<file path="config.mk">
export PLATFORM = sky130hd
export DESIGN_NAME = hazard_ctrl_unit
export DESIGN_NICKNAME = d
export VERILOG_FILES = /design/src/rtl/hazard_ctrl_unit.sv
export SDC_FILE = /design/constraint.sdc
export NUM_CORES = 1
export LEC_CHECK = 0
export ABC_CLOCK_PERIOD_IN_PS = 4100
export CAP_MARGIN = 10
export CORE_MARGIN = 2
export CORE_UTILIZATION = 52
export CTS_CLUSTER_DIAMETER = 80
export DETAILED_ROUTE_END_ITERATION = 10
export MAX_ROUTING_LAYER = met4
export PLACE_DENSITY = 0.93
export RECOVER_POWER = 50
export SYNTH_ARGS = -nofsm -noshare
export SYNTH_HDL_FRONTEND = slang
export SYNTH_SLANG_ARGS = --single-unit
</file>
<file path="constraint.sdc">
create_clock -name clk -period 4.1 [get_ports clk]
set_clock_uncertainty 0.2 [all_clocks]
set_input_delay 0.82 -clock clk [delete_from_list [all_inputs] [get_ports clk]]
set_output_delay 0.82 -clock clk [all_outputs]
set_load 0.005 [all_outputs]
</file>
<file path="src/rtl/hazard_ctrl_unit.sv">
// Pipeline hazard controller: load-use bubbles, taken-branch flushes and memory-wait holds.
// Control outputs are combinational (same cycle); MEM_BUSY freezes the whole pipe and parks the stall/flush sequence.
module hazard_ctrl_unit #(
  parameter int unsigned LOAD_USE_STALLS = 1,
  parameter int unsigned BRANCH_FLUSHES  = 1,
  parameter int unsigned CNT_W           = 16
) (
  input  logic             clk,
  input  logic             reset,
  input  logic             MemRead_EX,
  input  logic [4:0]       RD_EX,
  input  logic [4:0]       RS1_ID,
  input  logic [4:0]       RS2_ID,
  input  logic             USE_RS1_ID,
  input  logic             USE_RS2_ID,
  input  logic             BRANCH_TAKEN,
  input  logic             MEM_BUSY,
  output logic             PC_write,
  output logic             IF_ID_write,
  output logic             IF_ID_flush,
  output logic             ID_EX_write,
  output logic             ID_EX_flush,
  output logic [CNT_W-1:0] STALL_CNT,
  output logic [CNT_W-1:0] FLUSH_CNT
);

  typedef enum logic [1:0] {RUN, LOAD_STALL, BR_FLUSH, MEM_WAIT} state_e;

  localparam logic [3:0]       LU_RELOAD = 4'(LOAD_USE_STALLS - 1);
  localparam logic [3:0]       BR_RELOAD = 4'(BRANCH_FLUSHES - 1);
  localparam logic [CNT_W-1:0] CNT_MAX   = '1;

  state_e           state_q, state_d;
  state_e           saved_q, saved_d;
  state_e           eff_state;
  logic [3:0]       cnt_q, cnt_d;
  logic [CNT_W-1:0] stall_cnt_q, stall_cnt_d;
  logic [CNT_W-1:0] flush_cnt_q, flush_cnt_d;
  logic             lu;
  logic             pc_w, ifid_w, ifid_f, idex_w, idex_f;

  assign lu = MemRead_EX && (RD_EX != 5'd0) &&
              ((USE_RS1_ID && (RD_EX == RS1_ID)) || (USE_RS2_ID && (RD_EX == RS2_ID)));

  // Leaving MEM_WAIT resumes the parked state in the same cycle, so no slot is lost.
  assign eff_state = (state_q == MEM_WAIT) ? saved_q : state_q;

  always_comb begin
    pc_w    = 1'b1;
    ifid_w  = 1'b1;
    ifid_f  = 1'b0;
    idex_w  = 1'b1;
    idex_f  = 1'b0;
    state_d = RUN;
    saved_d = saved_q;
    cnt_d   = cnt_q;

    if (MEM_BUSY) begin
      pc_w    = 1'b0;
      ifid_w  = 1'b0;
      idex_w  = 1'b0;
      state_d = MEM_WAIT;
      if (state_q != MEM_WAIT) saved_d = state_q;
    end else if (BRANCH_TAKEN) begin
      ifid_f = 1'b1;
      idex_f = 1'b1;
      if (BRANCH_FLUSHES > 1) begin
        state_d = BR_FLUSH;
        cnt_d   = BR_RELOAD;
      end else begin
        cnt_d   = 4'd0;
      end
    end else if (lu) begin
      pc_w   = 1'b0;
      ifid_w = 1'b0;
      idex_f = 1'b1;
      if (LOAD_USE_STALLS > 1) begin
        state_d = LOAD_STALL;
        cnt_d   = LU_RELOAD;
      end else begin
        cnt_d   = 4'd0;
      end
    end else begin
      case (eff_state)
        LOAD_STALL: begin
          pc_w    = 1'b0;
          ifid_w  = 1'b0;
          idex_f  = 1'b1;
          cnt_d   = (cnt_q > 4'd1) ? cnt_q - 4'd1 : 4'd0;
          state_d = (cnt_q > 4'd1) ? LOAD_STALL : RUN;
        end
        BR_FLUSH: begin
          ifid_f  = 1'b1;
          idex_f  = 1'b1;
          cnt_d   = (cnt_q > 4'd1) ? cnt_q - 4'd1 : 4'd0;
          state_d = (cnt_q > 4'd1) ? BR_FLUSH : RUN;
        end
        default: begin
          state_d = RUN;
        end
      endcase
    end

    stall_cnt_d = stall_cnt_q;
    flush_cnt_d = flush_cnt_q;
    if (!pc_w && (stall_cnt_q != CNT_MAX)) stall_cnt_d = stall_cnt_q + 1'b1;
    if (ifid_f && (flush_cnt_q != CNT_MAX)) flush_cnt_d = flush_cnt_q + 1'b1;
  end

  always_ff @(posedge clk or posedge reset) begin
    if (reset) begin
      state_q     <= RUN;
      saved_q     <= RUN;
      cnt_q       <= 4'd0;
      stall_cnt_q <= '0;
      flush_cnt_q <= '0;
    end else begin
      state_q     <= state_d;
      saved_q     <= saved_d;
      cnt_q       <= cnt_d;
      stall_cnt_q <= stall_cnt_d;
      flush_cnt_q <= flush_cnt_d;
    end
  end

  // Reset forces a free-running pipe regardless of hazard inputs.
  assign PC_write    = reset ? 1'b1 : pc_w;
  assign IF_ID_write = reset ? 1'b1 : ifid_w;
  assign IF_ID_flush = reset ? 1'b0 : ifid_f;
  assign ID_EX_write = reset ? 1'b1 : idex_w;
  assign ID_EX_flush = reset ? 1'b0 : idex_f;
  assign STALL_CNT   = stall_cnt_q;
  assign FLUSH_CNT   = flush_cnt_q;

endmodule
</file>
==> flow_summary.json <==
{
  "arrival_ns": 2.99,
  "final_nets": 309,
  "critPathTopFamily": "buffers and inverters",
  "critPathMaxFanout": 4,
  "grt_usage_pct": 22.9,
  "reg2reg_depth": 8,
  "fin_crit_sh_pct": 97.8,
  "setup_violations": 0,
  "placeableCoreArea_mm2": 0.00397,
  "r2r-start": "STALL_CNT[0]$_DFFE_PP0P_",
  "crit_slowest_cell": "or4_4",
  "synth_seq_area_share_pct": 46.7,
  "syn_area_per_cell_um2": 10.1,
  "start_kind": "input pin",
  "drcViolationCount": 0,
  "portBuffers": 58,
  "fin_ws_ns": 0.0918,
  "wire_per_inst_um": 14.0,
  "placed_area_mm2": 0.00281,
  "p_int_uw": 781,
  "rows": 23,
  "hold_class": "flip-flop to flip-flop",
  "clock_latency_ns": 0.29,
  "path_depth": 6,
  "gp_congestion": 0.845,
  "clock_tree.buffer_depth": 2,
  "ant_nets": 0,
  "insertedDiodeCount": 0,
  "place_hpwl_mm": 3.61,
  "power_frac_comb_pct": 29.9,
  "stdcell_area_mm2": 0.00288,
  "swShare_pct": 30.3,
  "grt_pass1_vias": 1731,
  "die_y_um": 68.2,
  "hold_violations": 0,
  "r2r-end": "STALL_CNT[9]$_DFFE_PP0P_",
  "via_per_inst": 5.51,
  "ys_types": 33,
  "placed_cells": 324,
  "grt_overflow_total": 0,
  "postCtsHoldBufs": 0,
  "netlist_area_mm2": 0.00214,
  "synth-seq-cells": 40,
  "min_period_ns": 4.01,
  "finalWirelength_mm": 4.62,
  "cts_tree": "yes",
  "final_cell_mix": "dfrtp_1 (40), clkdlybuf4s50_1 (40), xnor2_1 (33), nand2_1 (21), dlygate4sd3_1 (18)",
  "clkPwrFrac_pct": 21.9,
  "power_per_cell_area_mw_per_mm2": 388,
  "switching_power_uw": 339,
  "hold_ws_ns": 0.284,
  "grt_pass1_wl_mm": 7.69,
  "antenna_found_initial": 0,
  "clkTransAtPathRegs_ns": 0.07,
  "relSlewSlack_pct": 28.6,
  "tightestPinTransition_ns": 1.07,
  "ios": 59,
  "maxCapViolCount": 0,
  "slowest_delay_ns": 0.55,
  "drv_slew": 0,
  "critPathKind": "input pin to output port",
  "synth_fp_nets": 240,
  "layout.cells.non_filler": 331,
  "critPathCaptureType": "output port",
  "tns_ns": 0,
  "crit_chain": "clkdlybuf4s50_1, or4_4, o21a_4, a311oi_4, and2_4, clkdlybuf4s50_1",
  "crit_start": "RD_EX[1]",
  "dp_slack_ns": 0.0428,
  "rsz0062_at_grt": "no",
  "worstHoldStart": "FLUSH_CNT[6]$_DFFE_PP0P_",
  "cts.sinks": 40,
  "crit_path_frequent_cell": "clkdlybuf4s50_1",
  "vdd_drop_max_mv": 0.262,
  "p_leak_uw": 0.00129,
  "nFillCells": 296,
  "syn-instance-count": 212,
  "synthFlopType": "dfrtp_1",
  "r2r_setup_slack_ns": 1.71,
  "ys_async_sr_fraction_pct": 100,
  "die_area_mm2": 0.00465,
  "dr.pass1.iters": 4,
  "vias": 1823,
  "cts-root-buf": "clkbuf_8",
  "die_width_um": 68.2,
  "status": "completed",
  "path_buf_inv": 2,
  "cts_buffers": 5,
  "cp-endpoint": "IF_ID_flush",
  "required_ns": 3.08,
  "drive_gt1_share_pct": 7.47,
  "synth_warnings": 0,
  "seqPwrFrac_pct": 48.3,
  "synth_edf_count": 0,
  "initial_core_util_pct": 54.0,
  "syn_to_final_growth_pct": 34.6,
  "timing.fmax_mhz": 249,
  "drt-initial-drc-count": 143,
  "cts_max_level": 2,
  "grt_max_degree": 21
}
[synthesized netlist by cell type (2+ instances only)]
library cell / number / area share, %
a21oi_1: 6 / 1.4
and3_1: 10 / 2.9
a31oi_1: 2 / 0.58
inv_1: 12 / 2.1
nand2_1: 21 / 3.7
nor2_1: 15 / 2.6
xor2_1: 5 / 2.0
ha_1: 6 / 3.5
o21ai_0: 5 / 1.2
mux2_2: 2 / 1.1
and2_2: 2 / 0.70
or3_1: 2 / 0.58
nand4_1: 8 / 2.3
a21o_1: 3 / 1.1
nand3_1: 16 / 3.7
and4_1: 5 / 2.0
xnor2_1: 33 / 13
and2_1: 2 / 0.58
o21a_1: 3 / 1.1
dfrtp_1: 40 / 47
buf_6: 2 / 1.1
[metrics by stage]
stage	total power, µW	utilization [%]
2_1_floorplan	696	-
3_3_place_gp	880	70.8
3_5_place_dp	897	70.8
4_1_cts	1150	72.8
5_1_grt	1190	72.6
6_report	1120	72.6
[state kept, by name, indices dropped and copies added, names as in the netlist]
signal / cells
FLUSH_CNT: 16
STALL_CNT: 16
cnt_q: 4
saved_q: 2
state_q: 2
[worst min path at each step]
stage,to,depth (start not counted)
after detailed placement,FLUSH_CNT[6]$_DFFE_PP0P_,1
after CTS,FLUSH_CNT[6]$_DFFE_PP0P_,1
final,FLUSH_CNT[6]$_DFFE_PP0P_,1
after global placement,FLUSH_CNT[15]$_DFFE_PP0P_,1
after global routing,FLUSH_CNT[6]$_DFFE_PP0P_,1
after floorplan,cnt_q[1]$_DFFE_PP0P_,2
[per-layer routing]
metal / track usage (%) / routed length (µm)
met1: 27.6 / 1920
met2: 37.1 / 2340
met3: 5.10 / 272
met4: 9.75 / 81
met5: - / 0
[cell type report]
type	instances	area [µm²]	share of cell area, %
Clock buffer	6	72.6	2.52
Tap cell	50	62.6	2.17
Multi-Input combinational cell	156	1060	36.9
Clock inverter	1	5.00	0.174
Sequential cell	40	1000	34.7
Timing Repair Buffer	66	633	22.0
Inverter	12	45.0	1.56
[cell families (layout without fill, tap and decap cells)]
family,Yosys count,after routing,synth area share [%]
xor+xnor,38,38,15.5
fa+ha+maj,6,6,3.50
mux,2,2,1.05
compound gates,28,28,9.81
buf+inv,16,85,3.68
simple gates,82,82,19.7
flops,40,40,46.7
[power groups by stage]
stage | clock network, µW | logic [µW] | registers, µW
floorplan | 0 | 157 | 539
global placement | 0 | 335 | 545
detailed placement | 0 | 349 | 548
CTS | 250 | 354 | 542
global route | 263 | 373 | 552
finish | 245 | 335 | 540
[timing repair]
item	4_1_cts	5_1_grt
endpoints found under the hold margin	0	0
setup endpoints to repair	0	1
resized for setup	0	1
setup buffers	0	0
Note: power is estimated with default switching activity, not from simulation.
